### src/rtl/cordic_result_fifo.sv
// Reader-side FWFT FIFO for CORDIC stage words: strobed capture, valid/ready drain,
// sticky overflow flag for dropped pushes.
module cordic_result_fifo #(
  parameter int WIDTH = 6,
  parameter int AW    = 2
) (
  input  logic             CLK,
  input  logic             RST,
  input  logic             wr_en,
  input  logic [WIDTH-1:0] wr_data,
  output logic             full,
  output logic             rd_valid,
  input  logic             rd_ready,
  output logic [WIDTH-1:0] rd_data,
  output logic [AW:0]      count,
  output logic             overflow,
  input  logic             clr_ovf
);

  localparam int DEPTH = 2**AW;
  localparam logic [AW:0] DEPTH_CNT = (AW+1)'(DEPTH);

  typedef enum logic [1:0] {
    EMPTY   = 2'd0,
    PARTIAL = 2'd1,
    FULL    = 2'd2
  } occ_t;

  logic [WIDTH-1:0] mem [DEPTH];
  logic [AW-1:0]    wr_ptr;
  logic [AW-1:0]    rd_ptr;
  logic [AW:0]      cnt_q;
  logic             ovf_q;
  occ_t             occ;
  logic             pop;
  logic             push;
  logic             drop;

  // Occupancy is decoded from the count rather than held in its own register,
  // so full/empty can never disagree with the stored word count.
  always_comb begin
    occ = EMPTY;
    if (cnt_q == DEPTH_CNT) begin
      occ = FULL;
    end else if (cnt_q != '0) begin
      occ = PARTIAL;
    end
  end

  always_comb begin
    full     = (occ == FULL);
    rd_valid = (occ != EMPTY);
    pop      = rd_valid & rd_ready;
    push     = wr_en & (~full | pop);
    drop     = wr_en & full & ~pop;
    rd_data  = rd_valid ? mem[rd_ptr] : '0;
    count    = cnt_q;
    overflow = ovf_q;
  end

  always_ff @(posedge CLK) begin
    if (push) begin
      mem[wr_ptr] <= wr_data;
    end
  end

  always_ff @(posedge CLK or posedge RST) begin
    if (RST) begin
      wr_ptr <= '0;
      rd_ptr <= '0;
      cnt_q  <= '0;
      ovf_q  <= 1'b0;
    end else begin
      if (push) begin
        wr_ptr <= wr_ptr + 1'b1;
      end
      if (pop) begin
        rd_ptr <= rd_ptr + 1'b1;
      end
      case ({push, pop})
        2'b10:   cnt_q <= cnt_q + (AW+1)'(1);
        2'b01:   cnt_q <= cnt_q - (AW+1)'(1);
        default: cnt_q <= cnt_q;
      endcase
      if (drop) begin
        ovf_q <= 1'b1;
      end else if (clr_ovf) begin
        ovf_q <= 1'b0;
      end
    end
  end

endmodule

### config.mk
export PLATFORM = sky130hd
export DESIGN_NAME = cordic_result_fifo
export DESIGN_NICKNAME = d
export VERILOG_FILES = /design/src/rtl/cordic_result_fifo.sv
export SDC_FILE = /design/constraint.sdc
export NUM_CORES = 1
export LEC_CHECK = 0
export BUFFER_PORTS_ARGS = -buffer_cell sky130_fd_sc_hd__buf_2
export CORE_MARGIN = 2
export CORE_UTILIZATION = 54
export CTS_CLUSTER_SIZE = 20
export DETAILED_ROUTE_END_ITERATION = 10
export PLACE_DENSITY_LB_ADDON = 0.2
export SYNTH_ARGS = -nofsm -noshare
export SYNTH_HDL_FRONTEND = slang
export SYNTH_SLANG_ARGS = --single-unit
export TNS_END_PERCENT = 1
### constraint.sdc
create_clock -name CLK -period 2.6 [get_ports CLK]
set_clock_uncertainty 0.1 [all_clocks]
set_input_delay 0.26 -clock CLK [delete_from_list [all_inputs] [get_ports CLK]]
set_output_delay 0.26 -clock CLK [all_outputs]
set_load 0.03 [all_outputs]
==> Yosys cells after proc, flatten, opt, wreduce, memory -nomap -nowiden <==
Memories as Yosys holds them, arrays and structs flattened.
Index checks and enable logic that the tools add are counted.
{ "word_totals": {"ff_bits": 8, "latch_bits": 0, "ramBits": 24, "rom_bits": 0, "in_bits": 11, "out_inout_bits": 12, "memories": 1} }
{ "memory_table": {"columns": ["name", "words", "width", "rd", "rd_ports_with_merged_regs", "write_ports", "line", "text"], "rows": [
  ["mem", 4, 6, 1, 0, 1, "29", "logic [WIDTH-1:0] mem [DEPTH];"]
]} }
{ "classes": {"n_addsub": 4, "n_mul": 0, "div_mod_pow": 0, "n_lt_le_gt_ge": 0, "n_eq_ne": 4, "shifts": 0, "mux": 8, "bitwise": 7, "n_reduce_logical": 4} }
{ "ops": {"columns": ["op", "count"], "rows": [
  ["two-way mux 6 bit", 1],
  ["one-hot mux 3 bit (2 select lines)", 1],
  ["nonzero test 2 bit", 3],
  ["two-way mux 1 bit", 5],
  ["adder 2 x 1 -> 2 bit (second input constant)", 2],
  ["AND 1 bit", 4],
  ["equality test 2 bit (second input constant)", 2],
  ["adder 3 x 1 -> 3 bit (second input constant)", 1],
  ["equality test 3 bit (second input constant)", 1],
  ["nonzero test 3 bit", 1],
  ["subtractor 3 x 1 -> 3 bit (second input constant)", 1],
  ["equality test 2 x 1 -> 1 bit (second input constant)", 1],
  ["two-way mux 2 bit", 1],
  ["inverter 1 bit", 2],
  ["OR 1 bit", 1]
]} }

==> Logic depth before layout (Yosys ltp) <==
Gate-level depths: netlist of run 1.
{ "logic_depth": {"ltp_word": 9, "mapped_depth": 9, "mapped_depth_nobuf": 9} }

==> Least setup slack after synthesis of run 1 <==
Ideal clock, no wire load.
{ "synth_timing": {"path_type": "reg2reg", "from": "reg cnt_q[0], in the netlist count[0]", "to": "reg cnt_q[2], in the netlist count[2]", "arrival_time_ns": 2.297, "required_time_ns": 2.420, "setup_slack_ns": 0.123, "path_stages_with_launch": 10, "n_path_buf": 1, "period_less_slack_ns": 2.477, "cell_sequence": "dfrtp_1 or3_1 clkbuf_1 and2_1 ha_1 inv_1 fa_1 xor2_1 nor2_1 xor2_1"} }
{ "synth_between": {"elab_chain_len": 9, "elab_cells_between_ends": 16, "classes_between": "add/sub: 2; eq/ne: 4; mux: 3; bitwise: 4; reduce/logical: 3"} }
{ "synth_rtl": {"columns": ["item", "line", "text"], "rows": [
  ["start, declared", "32", "logic [AW:0] cnt_q;"],
  ["start signal, assigned", "81", "2'b10: cnt_q <= cnt_q + (AW+1)'(1);"],
  ["start signal, assigned", "82", "2'b01: cnt_q <= cnt_q - (AW+1)'(1);"],
  ["start signal, assigned", "83", "default: cnt_q <= cnt_q;"],
  ["nonzero test 3 bit", "45", "end else if (cnt_q != '0) begin"],
  ["two-way mux 1 bit", "45", null],
  ["two-way mux 2 bit *", "43", "if (cnt_q == DEPTH_CNT) begin"],
  ["nonzero test 2 bit *", "52", "rd_valid = (occ != EMPTY);"],
  ["net rd_valid", "12", "output logic rd_valid,"],
  ["AND 1 bit *", "53", "pop = rd_valid & rd_ready;"],
  ["net pop", "35", "logic pop;"],
  ["OR 1 bit", "54", "push = wr_en & (~full | pop);"],
  ["AND 1 bit", "54", null],
  ["equality test 2 x 1 -> 1 bit or equality test 2 bit (tied branches)", "80", "case ({push, pop})"],
  ["one-hot mux 3 bit (2 select lines) or nonzero test 2 bit (tied branches)", null, null]
]} }
Mark *: on every way through the listed nets, which the timed path passes. The rest lies on a longest branch.
A chain may end at the register's enable or synchronous reset.

==> Final worst setup path of run 1 <==
{ "layout_timing": {"from": "reg cnt_q[1], in the netlist count[1]", "to": "reg cnt_q[2], in the netlist count[2]"} }
{ "layout_between": {"elab_chain_len": 9, "elab_cells_between_ends": 16, "classes_between": "add/sub: 2; eq/ne: 4; mux: 3; bitwise: 4; reduce/logical: 3"} }
{ "layout_rtl": {"columns": ["item", "line"], "rows": [
  ["nonzero test 3 bit", "45"],
  ["two-way mux 1 bit", "45"],
  ["two-way mux 2 bit", "43"],
  ["nonzero test 2 bit or equality test 2 bit (tied branches)", "52, 51"],
  ["AND 1 bit or inverter 1 bit (tied branches)", "53, 54"],
  ["OR 1 bit", "54"],
  ["AND 1 bit", "54"],
  ["equality test 2 x 1 -> 1 bit or equality test 2 bit (tied branches)", "80"],
  ["one-hot mux 3 bit (2 select lines) or nonzero test 2 bit (tied branches)", null]
]} }
Parallel ways exist; a longest one is shown, timed or not.

==> results of run 1 <==
what timing repair did:
| item | in CTS | in global routing |
|---|---|---|
| hold buffers | 1 | 0 |
| buffers inserted | 0 | 0 |
| endpoints found under the hold margin | 8 | 0 |
kinds of logic (layout without fill, tap and decap cells):
logic type	after synthesis	in the layout	synth area share [%]
muxes	8	8	11.52
buffers and inverters	13	41	3.601
AOI/OAI and AO/OA	2	2	1.710
adders and majority gates	6	6	5.941
xor gates and xnor gates	6	6	3.781
DFF	32	32	66.25
and+or+nand+nor	15	15	7.200
cells in the mapped netlist, types with 2 or more instances:
library cell	count
edfxtp_1	24
and2_2	4
xnor2_1	3
and2_1	7
mux4_2	6
ha_1	5
inv_1	10
dfrtp_1	8
xor2_1	3
clkbuf_1	2
worst min-delay path by stage:
| stage | start | endpoint | slack, ns | depth (start not counted) |
|---|---|---|---|---|
| 4_1_cts | clr_ovf | overflow | 0.001 | 2 |
| 5_1_grt | clr_ovf | overflow | 0.008 | 2 |
| 3_5_place_dp | RST | overflow | 0.14 | 2 |
| 3_3_place_gp | RST | rd_ptr[1] | 0.12 | 2 |
| 2_1_floorplan | RST | count[0] | -0.02 | 1 |
| 6_report | clr_ovf | overflow | 0.009 | 2 |
flip-flops by register name, indices dropped and copies added (netlist names):
name	cells
count	3
wr_ptr	2
mem	24
overflow	1
rd_ptr	2
metal layers:
layer | wire length [um] | up-vias | share of wire (%) | global-route usage, %
li1 | - | 345 | - | -
met1 | 938 | 351 | 41 | 20.92
met2 | 1233 | 18 | 54 | 31.75
met3 | 104 | 2 | 4.5 | 7.377
met4 | 15 | 0 | 0.65 | 7.500
met5 | 0 | - | 0 | 0
area by class of cell:
cell class,count,area (um^2)
Clock buffer,7,45.04
Fill cell,186,870.8
Tap cell,30,37.54
Inverter,10,37.54
Sequential cell,32,920.9
Clock inverter,1,3.754
Multi-Input combinational cell,37,419.2
Timing Repair Buffer,23,120.1
metrics by stage:
| stage | setup WS, ns | hold WS (ns) | instances |
|---|---|---|---|
| final | 0.2975 | 0.009300 | 140 |
| after floorplan | 0.1230 | -0.02434 | 82 |
| after global placement | 0.3766 | 0.1207 | 131 |
| after detailed placement | 0.3188 | 0.1406 | 131 |
| after CTS | 0.2896 | 0.001272 | 140 |
| after global routing | 0.1313 | 0.008135 | 140 |
power by group:
part	switching [uW]	total [uW]	leakage, uW	internal [uW]
registers	115	808	0.000316	693
logic	477	822	0.000306	345
clock network	152	256	0.0000269	104
==> reports/metrics.csv, run 1 <==
stage,metric,value,unit
clock_network,Root Driver,clkbuf_4,
drt,Final ANT Viol Nets,0,
drt,initial detailed-routing violation count,15,
sta,RSZ-0062 raised after global routing,no,
sta,setup TNS,0,ns
placed_design,DP Area,1525,um^2
critical_path,Worst Setup EP,count[2],
clock_network,clock buffer depth,2,
power_and_ir_drop,worst vdd ir,0.0007051,V
floorplan,FP Rows,18,
layout,post-route cell area,1584,um^2
clock_network,clock slew seen by the registers of the worst setup and hold paths,0.09,ns
critical_path,RR Endpoint,count[2],
logic_synthesis,synth unique cells,20,
layout,"Net count, final",126,
outcome,status,completed,
critical_path,crit-path max FO,7,
logic_synthesis,Yosys reg bits,32,
job,Max Cap Violations,0,
logic_synthesis,sequential-to-total area share from yosys stat,66.25,%
clock_network,CTS tree,done,
critical_path,CP top delay family,adder cells,
floorplan,DIE AREA,2996,um^2
clock_network,Clock Latency Late Sink,0.32,ns
logic_synthesis,Post-Syn Nets,99,
drt,via density per instance,5.114,
grt,initial antenna violation count,0,
logic_synthesis,largest cells by area after synthesis,"edfxtp_1, dfrtp_1, mux4_2",
logic_synthesis,Post-Syn Area,1390,um^2
critical_path,critical path depth,9,
floorplan,die height,54.74,um
critical_path,Worst Setup SP,count[1],
layout,most frequent cells in the layout,"edfxtp_1, buf_2, inv_1, dfrtp_1, and2_1",
critical_path,reg2reg setup slack,0.30,ns
logic_synthesis,largest area contributor in the netlist,edfxtp_1,
layout,"commonest non-fill, non-tap cell in the layout",edfxtp_1,
grt,first-pass GRT wire length,3.553,mm
critical_path,"Data required, critical path",2.75,ns
sta,final setup fails,0,
layout,Area Growth Syn to Fin,13.95,%
grt,number of global-route vias before repair,745,
logic_synthesis,syn avg cell area,16.95,um^2
critical_path,Critical path buffers and inverters,2,
logic_synthesis,Post-synth top flop,edfxtp_1,
layout,ant diodes,0,
floorplan,core area,2455,um^2
layout,final cell utilization of the core,64.53,%
clock_network,Post-CTS Resized,0,
logic_synthesis,"EDFF count, synth",24,
critical_path,Critical Path Start Type,flop,
power_and_ir_drop,P per Cell Area,1190,nW/um^2
critical_path,RR Startpoint,count[1],
floorplan,I/O pin cnt,23,
clock_network,TritonCTS Buffers,5,
clock_network,CTS Sinks,32,
critical_path,Setup CP Type,reg2reg,
logic_synthesis,post-synthesis async set-or-reset flop share,25.00,%
floorplan,Starting Density,56.63,%
critical_path,R2R cell count,9,
sta,Final Hold Viols,0,
worst_hold_path,HP Class,in2reg,
sta,Slew @ Worst Pin,0.4605,ns
sta,Slew HR,69.30,%
sta,f_max,434.3,MHz
placed_design,DPL Wire Length,1.727,mm
logic_synthesis,Syn. warnings,0,
critical_path,CP cell instances,"or3b_4, o21a_4, inv_1, ha_1, inv_1, fa_1, xor2_1, nor2_1, xor2_1",
drt,TritonRoute pass-1 iters,4,
power_and_ir_drop,leakage,0.0006487,uW
floorplan,die width,54.74,um
clock_network,H-tree Lvls,2,
grt,Overflow after GRT,0,
grt,largest net degree at the start of global routing,10,
critical_path,CP Capture Type,flop,
critical_path,Worst EP arrival,2.46,ns
drt,final WL,2.292,mm
sta,crit share post-route,88.56,%
drt,DR WL/cell,16.37,um
layout,layout cells sized above 1,36.36,%
sta,Tmin final,2.302,ns
power_and_ir_drop,Tot Pwr,1886,uW
grt,GRT Util Overall,18.73,%
placed_design,IO Port Bufs,22,
drt,DRC Markers,0,
logic_synthesis,synthesized instance count,82,
critical_path,"slowest stage delay, CP",0.42,ns
placed_design,gpl congestion,0.6217,
logic_synthesis,post-synth top area share,51.85,%
sta,fin. max-slew vios,0,
critical_path,slowest CP cell,dfrtp_1,
drt,Vias,716,
(Power assumes the default switching activity.)
==> inputs of run 2 (changes only) <==
- CELL_PAD_IN_SITES_DETAIL_PLACEMENT: default -> 0
- CELL_PAD_IN_SITES_GLOBAL_PLACEMENT: default -> 1
- CORE_MARGIN: 2 -> default
- CORE_UTILIZATION: 54 -> 45
==> reports/metrics.csv, run 2 (same netlist as run 1, synthesis figures left out) <==
stage,metric,value,unit
outcome,status,"finished, violations left",
outcome,failing checks,DRC,
layout,# fillers,248,
grt,largest net degree at the start of global routing,11,
layout,most frequent cells in the layout,"edfxtp_1, buf_2, inv_1, dfrtp_1, and2_1",
sta,crit share post-route,88.36,%
grt,Overflow after GRT,0,
floorplan,die width,57.58,um
sta,f_max,435.3,MHz
drt,Final ANT Viol Nets,0,
clock_network,Root Driver,clkbuf_4,
sta,Final Hold Viols,0,
floorplan,FP Rows,19,
floorplan,core area,2853,um^2
clock_network,clock buffer depth,2,
sta,fin. max-slew vios,0,
sta,Slew HR,69.84,%
critical_path,Worst EP arrival,2.44,ns
grt,number of global-route vias before repair,680,
drt,via density per instance,5.007,
grt,GRT Util Overall,15.60,%
critical_path,CP Capture Type,flop,
critical_path,Critical Path Start Type,flop,
layout,Area Growth Syn to Fin,14.13,%
drt,DRC Markers,2,
worst_hold_path,HP Class,in2reg,
sta,RSZ-0062 raised after global routing,no,
layout,"Net count, final",126,
job,Max Cap Violations,0,
layout,Multi-input gate area,419.2,um^2
power_and_ir_drop,leakage,0.0006510,uW
layout,ant diodes,0,
clock_network,post-CTS setup buffer count,0,
clock_network,Post-CTS Resized,0,
grt,first-pass GRT wire length,3.505,mm
drt,final WL,2.239,mm
sta,setup TNS,0,ns
layout,Largest Register,mem,
clock_network,CTS Sinks,32,
power_and_ir_drop,P per Cell Area,1182,nW/um^2
clock_network,H-tree Lvls,2,
layout,final cell count without fillers,141,
sta,Slew @ Worst Pin,0.4524,ns
placed_design,IO Port Bufs,22,
sta,final setup fails,0,
clock_network,"Hold-fix buffers, CTS",1,
layout,FF+latch area,920.9,um^2
layout,"commonest non-fill, non-tap cell in the layout",edfxtp_1,
grt,initial antenna violation count,0,
critical_path,"Data required, critical path",2.74,ns
drt,TritonRoute pass-1 iters,7,
drt,DR WL/cell,15.88,um
drt,initial detailed-routing violation count,7,
critical_path,Setup CP Type,reg2reg,
drt,Vias,706,
critical_path,crit-path max FO,7,
clock_network,clock slew seen by the registers of the worst setup and hold paths,0.09,ns
floorplan,Starting Density,48.73,%
power_and_ir_drop,worst vdd ir,0.0004758,V
placed_design,DPL Wire Length,1.558,mm
floorplan,die height,57.58,um
sta,Tmin final,2.297,ns
placed_design,gpl congestion,0.7013,
layout,max FFs per register,24,
placed_design,placed instance count,132,
floorplan,DIE AREA,3315,um^2
floorplan,I/O pin cnt,23,
clock_network,TritonCTS Buffers,5,
clock_network,CTS tree,done,
clock_network,Clock Latency Late Sink,0.32,ns
layout,layout cells sized above 1,37.27,%
==> run 2: cell types whose count changed in the layout (fill, tap and decap cells not counted) <==
cell and delta:
clkinv_1 -1, clkinv_2 +1
==> run 2: where the power goes <==
group,internal (uW),switching [uW]
Sequential,693,112
Combinational,343,466
Clock,105,156
==> run 2: area by class of cell <==
| type | instances | area share [%] |
|---|---|---|
| well taps | 31 | 2.445 |
| multi-input cells | 37 | 26.42 |
| inverters | 10 | 2.366 |
| clock inverters | 1 | 0.3155 |
| repair buffers | 23 | 7.571 |
| flip-flops and latches | 32 | 58.04 |
| clock buffers | 7 | 2.839 |
==> run 2: final timing paths <==
check | startpoint | slack [ns] | endpoint | cells past startpoint
max | count[1] | 0.30 | count[2] | 9
min | clr_ovf | 0.03 | overflow | 2
max reg2reg | count[1] | 0.30 | count[2] | 9
min reg2reg | count[2] | 0.41 | count[2] | 1
max in group asynchronous | RST | 1.80 | count[2] | 3
min in group asynchronous | RST | 0.35 | wr_ptr[1] | 3
==> run 2: per-stage QoR <==
stage | util (%) | hold WS, ns | instance area [um^2] | setup slack [ns] | power [uW]
2_1_floorplan | - | -0.02434 | 1390 | 0.1230 | 1428
3_5_place_dp | 53.51 | 0.1323 | 1526 | 0.3013 | 1641
3_3_place_gp | 53.51 | 0.1211 | 1526 | 0.3681 | 1620
4_1_cts | 55.61 | 0.02150 | 1587 | 0.2816 | 1908
6_report | 55.61 | 0.03485 | 1587 | 0.3027 | 1875
5_1_grt | 55.61 | 0.01955 | 1587 | 0.1840 | 1990
==> run 2: routing by layer <==
| layer | GRT usage (%) | wire [um] | vias to the layer above |
|---|---|---|---|
| li1 | - | - | 343 |
| met1 | 20.00 | 967 | 341 |
| met2 | 22.92 | 1122 | 17 |
| met3 | 7.483 | 107 | 5 |
| met4 | 6.272 | 41 | 0 |
| met5 | 0 | 0 | - |
==> run 2: critical path: stages, from the launching register on <==
cell and delay (ns):
dfrtp_1 0.41, or3b_4 0.43, o21a_4 0.24, inv_1 0.06, ha_1 0.16, inv_1 0.06, fa_1 0.37, xor2_1 0.15
nor2_1 0.11, xor2_1 0.16
==> inputs of run 3 (changes only) <==
- ABC_AREA: default -> 1
- CORE_UTILIZATION: 45 -> 44
==> reports/metrics.csv, run 3 <==
stage,metric,value,unit
job,Max Cap Violations,0,
power_and_ir_drop,Tot Pwr,2337,uW
drt,initial detailed-routing violation count,17,
power_and_ir_drop,clock power share,22.0,%
drt,via density per instance,4.687,
power_and_ir_drop,P per Cell Area,1232,nW/um^2
grt,number of global-route vias before repair,1066,
power_and_ir_drop,leakage,0.0009137,uW
layout,FF+latch area,920.9,um^2
drt,final WL,2.820,mm
logic_synthesis,Post-synth top cells,"inv_1, nand2_1, edfxtp_1, nand2_2, nand3_1",
drt,TritonRoute pass-1 iters,4,
clock_network,TritonCTS Buffers,5,
placed_design,IO Port Bufs,22,
power_and_ir_drop,Seq pwr share,35.0,%
floorplan,die height,63.08,um
logic_synthesis,Syn. warnings,0,
sta,crit share post-route,80.07,%
clock_network,clock buffer depth,2,
layout,ant diodes,0,
sta,f_max,480.4,MHz
layout,max FFs per register,24,
layout,"Net count, final",203,
floorplan,I/O pin cnt,23,
grt,first-pass GRT wire length,4.857,mm
critical_path,Worst EP arrival,1.72,ns
grt,GRT Util Overall,16.61,%
logic_synthesis,post-synth top area share,43.90,%
logic_synthesis,complex-gate fraction of the synthesized area,4.192,%
clock_network,CTS Sinks,32,
logic_synthesis,synth unique cells,25,
clock_network,H-tree Lvls,2,
critical_path,Worst Setup SP,rd_ptr[0],
placed_design,gpl congestion,0.7449,
layout,# fillers,307,
floorplan,FP Rows,21,
critical_path,Setup CP Type,reg2out,
logic_synthesis,Yosys reg bits,32,
critical_path,"Data required, critical path",2.24,ns
clock_network,CTS tree,done,
logic_synthesis,Post-Syn Nets,177,
critical_path,reg2reg setup slack,0.64,ns
sta,Slew @ Worst Pin,0.6222,ns
critical_path,crit-path max FO,15,
critical_path,Worst Setup EP,rd_data[5],
drt,DRC Markers,0,
power_and_ir_drop,Sw Pwr,995.2,uW
drt,DR WL/cell,12.10,um
critical_path,RR Startpoint,count[1],
sta,setup TNS,0,ns
logic_synthesis,synthesized instance count,160,
logic_synthesis,post-synthesis async set-or-reset flop share,25.00,%
layout,Area Growth Syn to Fin,15.63,%
clock_network,clock slew seen by the registers of the worst setup and hold paths,0.06,ns
logic_synthesis,largest family of logic cells by synthesized area,simple AND/OR/NAND/NOR gates,
floorplan,DIE AREA,3979,um^2
sta,final worst slack,0.5182,ns
layout,Largest Register,mem,
critical_path,RR Endpoint,count[2],
sta,Tmin final,2.082,ns
logic_synthesis,syn avg cell area,10.26,um^2
logic_synthesis,cell with the most instances after synthesis,inv_1,
layout,final cell utilization of the core,55.14,%
logic_synthesis,Post-Syn Area,1642,um^2
power_and_ir_drop,worst vdd ir,0.0006453,V
layout,final cell count without fillers,233,
power_and_ir_drop,combinational share of power,43.0,%
sta,Slew HR,58.37,%
logic_synthesis,post-synthesis mux area share,0,%
critical_path,CP Capture Type,output pin,
logic_synthesis,sequential-to-total area share from yosys stat,56.10,%
layout,layout cells sized above 1,32.62,%
drt,Vias,1092,
critical_path,R2R cell count,10,
layout,"commonest non-fill, non-tap cell in the layout",inv_1,
logic_synthesis,largest area contributor in the netlist,edfxtp_1,
logic_synthesis,largest cells by area after synthesis,"edfxtp_1, dfrtp_1, inv_1",
floorplan,core area,3442,um^2
layout,most frequent cells in the layout,"inv_1, nand2_1, edfxtp_1, buf_2, nand2_2",
layout,Multi-input gate area,501.7,um^2
clock_network,Clock Latency Late Sink,0.28,ns
worst_hold_path,HP Class,in2reg,
sta,fin. max-slew vios,0,
sta,final setup fails,0,
floorplan,die width,63.08,um
logic_synthesis,Adder-Cell Fraction of Synth Area,5.030,%
logic_synthesis,Post-synth top flop,edfxtp_1,
power_and_ir_drop,Internal,1342,uW
floorplan,Starting Density,47.69,%
logic_synthesis,Simple-Gate Fraction of Synth Area,20.27,%
clock_network,Root Driver,clkbuf_8,
grt,largest net degree at the start of global routing,16,
placed_design,pre-CTS setup slack,0.6455,ns
drt,Final ANT Viol Nets,0,
placed_design,placed instance count,224,
outcome,status,completed,
grt,Overflow after GRT,0,
logic_synthesis,"EDFF count, synth",24,
clock_network,post-CTS setup buffer count,0,
logic_synthesis,xor and xnor area share after synthesis,1.067,%
sta,RSZ-0062 raised after global routing,no,
grt,initial antenna violation count,0,
sta,Final Hold Viols,0,
clock_network,Post-CTS Resized,0,
power_and_ir_drop,sw frac,42.58,%
critical_path,Critical Path Start Type,flop,
placed_design,DPL Wire Length,1.999,mm
## run 3: worst min-delay path by stage
stage	from	end	slack, ns	depth (start not counted)
3_5_place_dp	RST	overflow	0.14	2
2_1_floorplan	RST	count[0]	-0.02	1
3_3_place_gp	RST	overflow	0.13	2
6_report	clr_ovf	overflow	0.06	2
4_1_cts	clr_ovf	overflow	0.05	2
5_1_grt	clr_ovf	overflow	0.04	2
## run 3: layout make-up
class,instances,area share (%)
clock buffer,7,5.076
sequential,32,48.52
clock inverter,1,1.582
timing repair buffer,23,6.328
tap,46,3.032
inverter,44,9.031
multi-input combinational,80,26.43
## run 3: critical path, stage by stage, from the launching register on
cell and delay [ns]:
dfrtp_1 0.74, inv_6 0.17, nand2_1 0.11, nand3_1 0.09, a21oi_2 0.14, buf_2 0.20
## run 3: metal layers
| metal | up-vias | wire [um] | track usage, % | part of all wire [%] |
|---|---|---|---|---|
| li1 | 544 | - | - | - |
| met1 | 512 | 1240 | 19.13 | 44 |
| met2 | 25 | 1380 | 26.88 | 49 |
| met3 | 11 | 107 | 5.435 | 3.8 |
| met4 | 0 | 92 | 9.593 | 3.3 |
| met5 | - | 0 | 0 | 0 |
## run 3: stage by stage
stage / area, um^2 / hold WS (ns)
after floorplan: 1642 / -0.02434
after global placement: 1762 / 0.1328
after detailed placement: 1762 / 0.1430
after CTS: 1898 / 0.05342
after global routing: 1898 / 0.04342
final: 1898 / 0.06442
## run 3: power by group through the flow
stage / sequential, uW / clock, uW / combinational, uW
after floorplan: 800 / 0 / 852
after global placement: 823 / 0 / 999
after detailed placement: 829 / 0 / 1010
after CTS: 820 / 528 / 1020
after global routing: 840 / 550 / 1110
final: 819 / 514 / 1000
## run 3: timing repair
| item | 4_1_cts | 5_1_grt |
|---|---|---|
| endpoints found under the setup margin | 0 | 0 |
| hold buffers | 1 | 0 |
| hold endpoints to repair | 8 | 0 |
## run 3: kinds of logic (layout without fill, tap and decap cells)
kind of cell | count (synthesis) | in the layout
AO/OA/AOI/OAI | 9 | 9
XOR/XNOR | 2 | 2
adder cells (fa/ha/maj) | 6 | 6
buffers and inverters | 48 | 75
flip-flops | 32 | 32
AND/OR/NAND/NOR | 63 | 63
